<file path="src/rtl/lsu_mem_stage.sv">
// MEM-stage load/store unit: load lane extraction/extension, SD pass-through, SB/SH/SW read-modify-write.
// Optional misaligned-access trap enabled by defining LSU_MISALIGN_TRAP_EN.
module lsu_mem_stage #(
  parameter int XLEN = 64
) (
  input  logic            clk,
  input  logic            rst,
  input  logic            MemRead,
  input  logic            MemWrite,
  input  logic [2:0]      funct3,
  input  logic [XLEN-1:0] Addr,
  input  logic [XLEN-1:0] WriteData,
  output logic [XLEN-1:0] ReadData,
  output logic            Stall,
  output logic            mem_WE,
  output logic [XLEN-1:0] mem_A,
  output logic [XLEN-1:0] mem_WD,
`ifdef LSU_MISALIGN_TRAP_EN
  output logic            misaligned,
`endif
  input  logic [XLEN-1:0] mem_RD
);

  typedef enum logic {IDLE, WRITE} state_t;

  state_t          state, state_nxt;
  logic [63:0]     addr_q, merged_q, merged_nxt;
  logic [63:0]     mask, shifted, load_val;
  logic [2:0]      off;
  logic [5:0]      sh;
  logic            is_load, is_store, st_sd, st_sub, mis_access;

  assign off = Addr[2:0];
  assign sh  = {off, 3'b000};

  assign is_load  = MemRead && !MemWrite && (state == IDLE);
  assign is_store = MemWrite && (state == IDLE);
  assign st_sd    = is_store && (funct3 == 3'b011);
  assign st_sub   = is_store && !funct3[2] && (funct3[1:0] != 2'b11);

`ifdef LSU_MISALIGN_TRAP_EN
  function automatic logic off_bad(input logic [1:0] size, input logic [2:0] o);
    logic bad;
    bad = 1'b0;
    case (size)
      2'b01:   bad = o[0];
      2'b10:   bad = (o[1:0] != 2'b00);
      2'b11:   bad = (o != 3'b000);
      default: bad = 1'b0;
    endcase
    return bad;
  endfunction

  // funct3=111 is not a valid load, so it never traps.
  assign mis_access = ((is_load && (funct3 != 3'b111)) || st_sd || st_sub)
                      && off_bad(funct3[1:0], off);
`else
  assign mis_access = 1'b0;
`endif

  // State register; rst wins over every other condition.
  // NOTE: sequential state uses non-blocking (<=) so all registers update from pre-edge values.
  always_ff @(posedge clk) begin
    if (rst) state <= IDLE;
    else     state <= state_nxt;
  end

  always_comb begin
    // NOTE: default first so no path through the case leaves state_nxt unassigned (no latch).
    state_nxt = state;
    case (state)
      IDLE:    if (st_sub && !mis_access) state_nxt = WRITE;
      WRITE:   state_nxt = IDLE;
      default: state_nxt = IDLE;
    endcase
  end

  always_comb begin
    case (funct3[1:0])
      2'b00:   mask = 64'h0000_0000_0000_00FF;
      2'b01:   mask = 64'h0000_0000_0000_FFFF;
      default: mask = 64'h0000_0000_FFFF_FFFF;
    endcase
  end

  // Lanes shifted past bit 63 fall off the end of the doubleword.
  assign merged_nxt = (mem_RD & ~(mask << sh)) | ((WriteData & mask) << sh);

  always_ff @(posedge clk) begin
    if (rst) begin
      addr_q   <= '0;
      merged_q <= '0;
    end else if (state == IDLE && st_sub && !mis_access) begin
      addr_q   <= {Addr[63:3], 3'b000};
      merged_q <= merged_nxt;
    end
  end

`ifdef LSU_MISALIGN_TRAP_EN
  always_ff @(posedge clk) begin
    if (rst) misaligned <= 1'b0;
    else     misaligned <= mis_access;
  end
`endif

  assign shifted = mem_RD >> sh;

  always_comb begin
    case (funct3)
      3'b000:  load_val = {{56{shifted[7]}},  shifted[7:0]};
      3'b001:  load_val = {{48{shifted[15]}}, shifted[15:0]};
      3'b010:  load_val = {{32{shifted[31]}}, shifted[31:0]};
      3'b011:  load_val = shifted;
      3'b100:  load_val = {56'd0, shifted[7:0]};
      3'b101:  load_val = {48'd0, shifted[15:0]};
      3'b110:  load_val = {32'd0, shifted[31:0]};
      default: load_val = '0;
    endcase
  end

  // Output decode; rst suppresses any write or stall in the cycle it is asserted.
  always_comb begin
    ReadData = '0;
    Stall    = 1'b0;
    mem_WE   = 1'b0;
    mem_A    = {Addr[63:3], 3'b000};
    mem_WD   = WriteData;
    case (state)
      IDLE: begin
        if (is_load && !mis_access) ReadData = load_val;
        if (!rst && !mis_access) begin
          Stall  = st_sub;
          mem_WE = st_sd;
        end
      end
      WRITE: begin
        mem_A  = addr_q;
        mem_WD = merged_q;
        mem_WE = !rst;
      end
      default: ;
    endcase
  end

endmodule

</file>
<file path="config.mk">
export PLATFORM = sky130hd
export DESIGN_NAME = lsu_mem_stage
export DESIGN_NICKNAME = d
export VERILOG_FILES = /design/src/rtl/lsu_mem_stage.sv
export SDC_FILE = /design/constraint.sdc
export NUM_CORES = 1
export LEC_CHECK = 0
export ABC_CLOCK_PERIOD_IN_PS = 2900
export CORE_MARGIN = 1
export CORE_UTILIZATION = 40
export CTS_CLUSTER_DIAMETER = 30
export DETAILED_ROUTE_END_ITERATION = 12
export PLACE_DENSITY = 0.88
export REMOVE_ABC_BUFFERS = 1
export SLEW_MARGIN = 10
export SYNTH_ARGS = -nofsm -noshare
export SYNTH_HDL_FRONTEND = slang
export SYNTH_SLANG_ARGS = --single-unit
</file>
<file path="constraint.sdc">
create_clock -name clk -period 2.9 [get_ports clk]
set_input_delay 0.725 -clock clk [delete_from_list [all_inputs] [get_ports clk]]
set_output_delay 0.725 -clock clk [all_outputs]
set_load 0.01 [all_outputs]
</file>
Word-level counts from Yosys, hierarchy flattened
Index checks and enable logic that the tools add are counted.

operators by class
  eq/ne operators = 8
  shift-type cells = 3
  mux-type cells = 12
  bitwise gates (word level) = 5
  reductions and logical operators = 12

operators by type and width
  cell                number
  $pmux 64 s7         1
  $mux 64             4
  $and 64x64->64      2
  $shl 64x6->64       2
  $not 64->64         1
  $or 64x64->64       1
  $pmux 32 s2         1
  $shr 64x6->64       1
  $eq 3x3->1 const B  3
  $logic_and 1x1->1   7
  $eq 3x2->1 const B  2
  $mux 1              4
  $pmux 1 s2          2
  $eq 3x1->1 const B  1
  $logic_not 1->1     3
  $logic_not 3->1     1
  $eq 2x1->1 const B  1
  $logic_not 2->1     1
  $ne 2x2->1 const B  1
  $not 1->1           1

storage, ports and cells
  flip-flop bits (word level) = 126
  input port bits = 199
  output and inout port bits = 194
  word-level logic and storage cells = 43

Depth between registers and ports, before layout
  depth after elaboration = 6
  mapped depth = 9
  mapped depth without buffers = 5

Worst setup path after synthesis
Ideal clock, no wire load.

  path type = input to output
  start point = input Addr[0]
  end point = output ReadData[22]
  arrival = 2.120 ns
  slack = 0.055 ns
  stages on the path = 7
  cells stage by stage = buf_4 > a21boi_0 > a211o_1 > a31oi_4 > nor2_2 > buf_6 > a21oi_1

on the way
  word-level cells in the longest chain between the ends = 4

RTL lines
  element        RTL line  text
  from (decl)    11        input logic [XLEN-1:0] Addr,
  $shr 64x6->64  106       assign shifted = mem_RD >> sh;
  $pmux 64 s7    109       case (funct3)
  $mux 64        130       if (is_load && !mis_access) ReadData = load_val;
  $mux 64        128       case (state)
  to (decl)      13        output logic [XLEN-1:0] ReadData,

Every way passes these cells.

Worst setup path after layout
  start point = input Addr[0]
  end point = output ReadData[34]

Same word-level chain as after synthesis.

==> out/summary.txt <==
Finished Layout Cells = 2079
slowest stage cell, crit path = mux2i_4
CTS tree = built
Async S/R FF share, synth = 0%
Initial Util = 41.08%
Final Hold Viols = 0
clock sinks = 126
clk buf depth = 2
Synth Flop Type = dfxtp_1
setup slack, reg-to-reg = 0.71 ns
skew final = 0.01336 ns
Remaining Overflow, GRT = 0
largest net degree at the start of global routing = 78
power share of the clock group = 37.0%
fillers = 1836
Setup crit end kind = output port
cts bufs inserted = 17
share of post-route cells with drive strength above 1 = 34.47%
met3 WL post-DR = 5610 um
DP HPWL = 33350 um
Setup WS pre-CTS = -0.8945 ns
Min-Delay Path Class = register to register
drt total wl = 47500 um
worst setup margin = -0.2102 ns
crit path DAT = 2.39 ns
Worst R2R Start = state$_SDFF_PP0_
Synth Cell Area = 9699 sq um
Distinct cells, synth = 50
die width = 157.7 um
crit-path leading delay family = buffers and inverters
first-pass GRT wire length = 69060 um
Max FO, Critical Path = 9
vias in the first global route = 12290
Post-Synth XOR/XNOR Area = 0%
drt wl/cell = 22.85 um
CP Launch Type = input port
top sig layer = met4
Synth Warn # = 0
Hold Path Stages = 2
sequential area share after synthesis = 26.01%
WS Path Type = input port to output port
Port Buffers = 389
mux cell area share after synthesis = 26.08%
post-route ant nets = 0
clock root buffer = clkbuf_16
Tmin final = 3.110 ns
Least-Margin Pin Slew = 1.157 ns
Net Switching = 2054 uW
fin. max-slew vios = 0
buffers and inverters on the worst path = 8
met1 WL = 17490 um
clock latency on the worst-skew pair = 0.42 ns
Cells after Synth = 1217
compound-cell area share of the yosys netlist = 23.96%
IO Count = 393
Tot GR Track Use = 36.75%
failing checks = negative setup slack
Slew HR = 22.72%
Max Cap Violations = 0
Gate power share = 34.0%
# setup viols final = 53
Int Power = 4424 uW
Flop pwr share = 29.0%
Post-synth EDFFs = 0
syn avg cell area = 7.970 sq um
RSZ-0062 raised after global routing = true
pwr/cell area = 398.4 nW/um^2
Worst path max stage delay = 0.22 ns
htree depth = 4
via density per instance = 6.032
met2 wire len = 21400 um
dpl cells = 2002
hold_sp = addr_q[49]$_SDFFE_PP0P_
Worst Reg2Reg Path Length in Cells = 7
CP cell instances = buf_12, buf_12, buf_4, mux2i_1, buf_4, mux2i_4, buf_4, buf_4, buf_4, nand2_1, a21oi_2, buf_2
Worst EP required = 2.17 ns
Switching Share = 31.71%
1st-iter DRT viols = 1495
Hold EP = addr_q[49]$_SDFFE_PP0P_
fmax = 321.5 MHz
clock-pin slew on the worst setup and hold paths = 0.06 ns
Placer Congestion = 0.9898
leakage power = 0.006493 uW
DRC Markers = 0
die area = 24880 sq um
via count = 12540
IR drop worst, VDD = 327.1 uV
#FFs+latches synth = 126
Syn-to-layout area delta = 67.66%
Synth Area in Adders = 0%
Final period util = 107.2%
RR Endpoint = merged_q[37]$_SDFFE_PP0P_
antenna violations before repair = 5
row count = 56
crit-path most repeated cell = buf_4
status = finished, violations left
largest family of logic cells by synthesized area = multiplexers
post-synthesis simple-gate area fraction = 17.45%
# nets final = 1941
Die H = 157.7 um
core area = 23610 sq um
DRT Pass-1 Iters = 7
==> metrics by stage <==
step | instance area, sq um | util, % | power, uW | hold WS (ns) | setup TNS (ns)
floorplan | 9095 | - | 2709 | 0.4268 | -687.51
global placement | 15040 | 63.71 | 3878 | 0.4380 | -59.78
detailed placement | 15040 | 63.71 | 3914 | 0.4430 | -62.90
CTS | 16030 | 67.90 | 6390 | 0.4528 | -5.805
global route | 16260 | 68.87 | 6669 | 0.4669 | -9.112
finish | 16260 | 68.87 | 6478 | 0.4507 | -5.713
==> cell usage after synthesis, types with 2 or more instances <==
cell	number	area, sq um
a221oi_1	40	350.3
nor2b_1	10	62.56
nor2_2	2	12.51
a21oi_1	128	640.6
buf_6	6	67.56
o21a_1	17	127.6
or2_2	7	43.79
nand2_1	209	784.5
a21oi_2	32	280.3
o21ai_0	26	130.1
clkbuf_1	62	232.7
and3_1	2	12.51
a21boi_0	4	30.03
o211ai_1	2	15.01
o22ai_1	23	143.9
a211oi_1	39	292.8
nand3_1	29	145.1
inv_1	3	11.26
nor3_2	2	20.02
nand2b_1	2	12.51
buf_2	30	150.1
o2bb2ai_1	7	61.31
mux4_2	14	315.3
mux2i_1	60	600.6
buf_4	15	112.6
o21ai_1	10	50.05
a2bb2oi_1	8	70.07
buf_1	9	33.78
nor2_1	90	337.8
mux2_2	142	1599
nor3_1	40	200.2
dfxtp_1	126	2522
nor3_4	2	32.53
a211o_1	3	26.28
==> cell usage in the layout (no fill, tap or decap), drive strengths merged, types with 3 or more instances in the layout <==
cell type,synthesis,routed
dlygate4sd2,0,43
a21oi,160,160
bufinv,0,4
nor2b,10,10
a2bb2oi,9,9
dfxtp,126,126
a221oi,40,40
o22ai,23,23
a21boi,4,4
nand2,209,209
dlymetal6s2s,0,6
a211oi,39,39
clkdlybuf4s50,0,263
clkinv,0,4
o21a,17,17
o2bb2ai,7,7
mux2i,60,60
nor3,44,44
diode,0,5
nor2,92,92
buf,61,303
clkdlybuf4s15,0,5
o21ai,36,36
conb,1,3
mux2,143,143
nand3,29,29
mux4,14,14
inv,4,10
clkbuf,62,23
a211o,3,3
or2,7,7
==> power groups by stage <==
stage,Combinational (uW),Clock (uW),Sequential [uW]
2_1_floorplan,797,0,1910
3_3_place_gp,1970,0,1910
3_5_place_dp,2000,0,1920
4_1_cts,2100,2410,1880
5_1_grt,2310,2470,1890
6_report,2200,2400,1880
==> metal layers <==
metal	vias up	track usage (%)
li1	5476	-
met1	5838	43.19
met2	982	59.89
met3	245	9.499
met4	0	22.33
met5	-	0
==> worst max path at each step <==
stage / start / to / slack [ns] / depth (start not counted)
2_1_floorplan: state$_SDFF_PP0_ / Stall / -3.18 / 3
3_3_place_gp: mem_RD[63] / ReadData[23] / -0.88 / 8
3_5_place_dp: mem_RD[63] / ReadData[25] / -0.89 / 8
5_1_grt: Addr[0] / ReadData[34] / -0.24 / 12
6_report: Addr[0] / ReadData[34] / -0.21 / 12
4_1_cts: Addr[1] / ReadData[33] / -0.19 / 11
==> worst register-to-register path: stages (launching register included) <==
cell,delay (ns)
dfxtp_4,0.46
nor2_1,0.12
nand3_4,0.10
buf_4,0.11
buf_4,0.61
a221oi_1,0.21
o21a_1,0.18
a211oi_1,0.28
==> cells by family after synthesis <==
logic type	count (synthesis)
simple gates	399
compound gates	347
buf+inv	127
flops	126
other cells	1
mux	217
==> state kept, by name (all words and copies together), names as in the netlist <==
| name | cells |
|---|---|
| merged_q | 64 |
| state | 1 |
| addr_q | 61 |
==> final cells by class <==
cell class                 instances  area [sq um]  area share (%)
multi-input combinational        966          6892           42.38
timing repair buffer             627          5784           35.57
sequential                       126          2526           15.53
clock buffer                      18         429.2           2.639
tap                              319         399.1           2.454
clock inverter                    14         203.9           1.254
inverter                           4         15.01         0.09233
antenna                            5         12.51         0.07694
==> repair_timing <==
action,CTS,global route
cloned,7,0
setup buffers,31,6
pin swaps,16,26
gates resized for setup,394,75
setup endpoints to repair,195,64
hold buffers,0,0
Note: power is estimated with default switching activity, not from simulation.
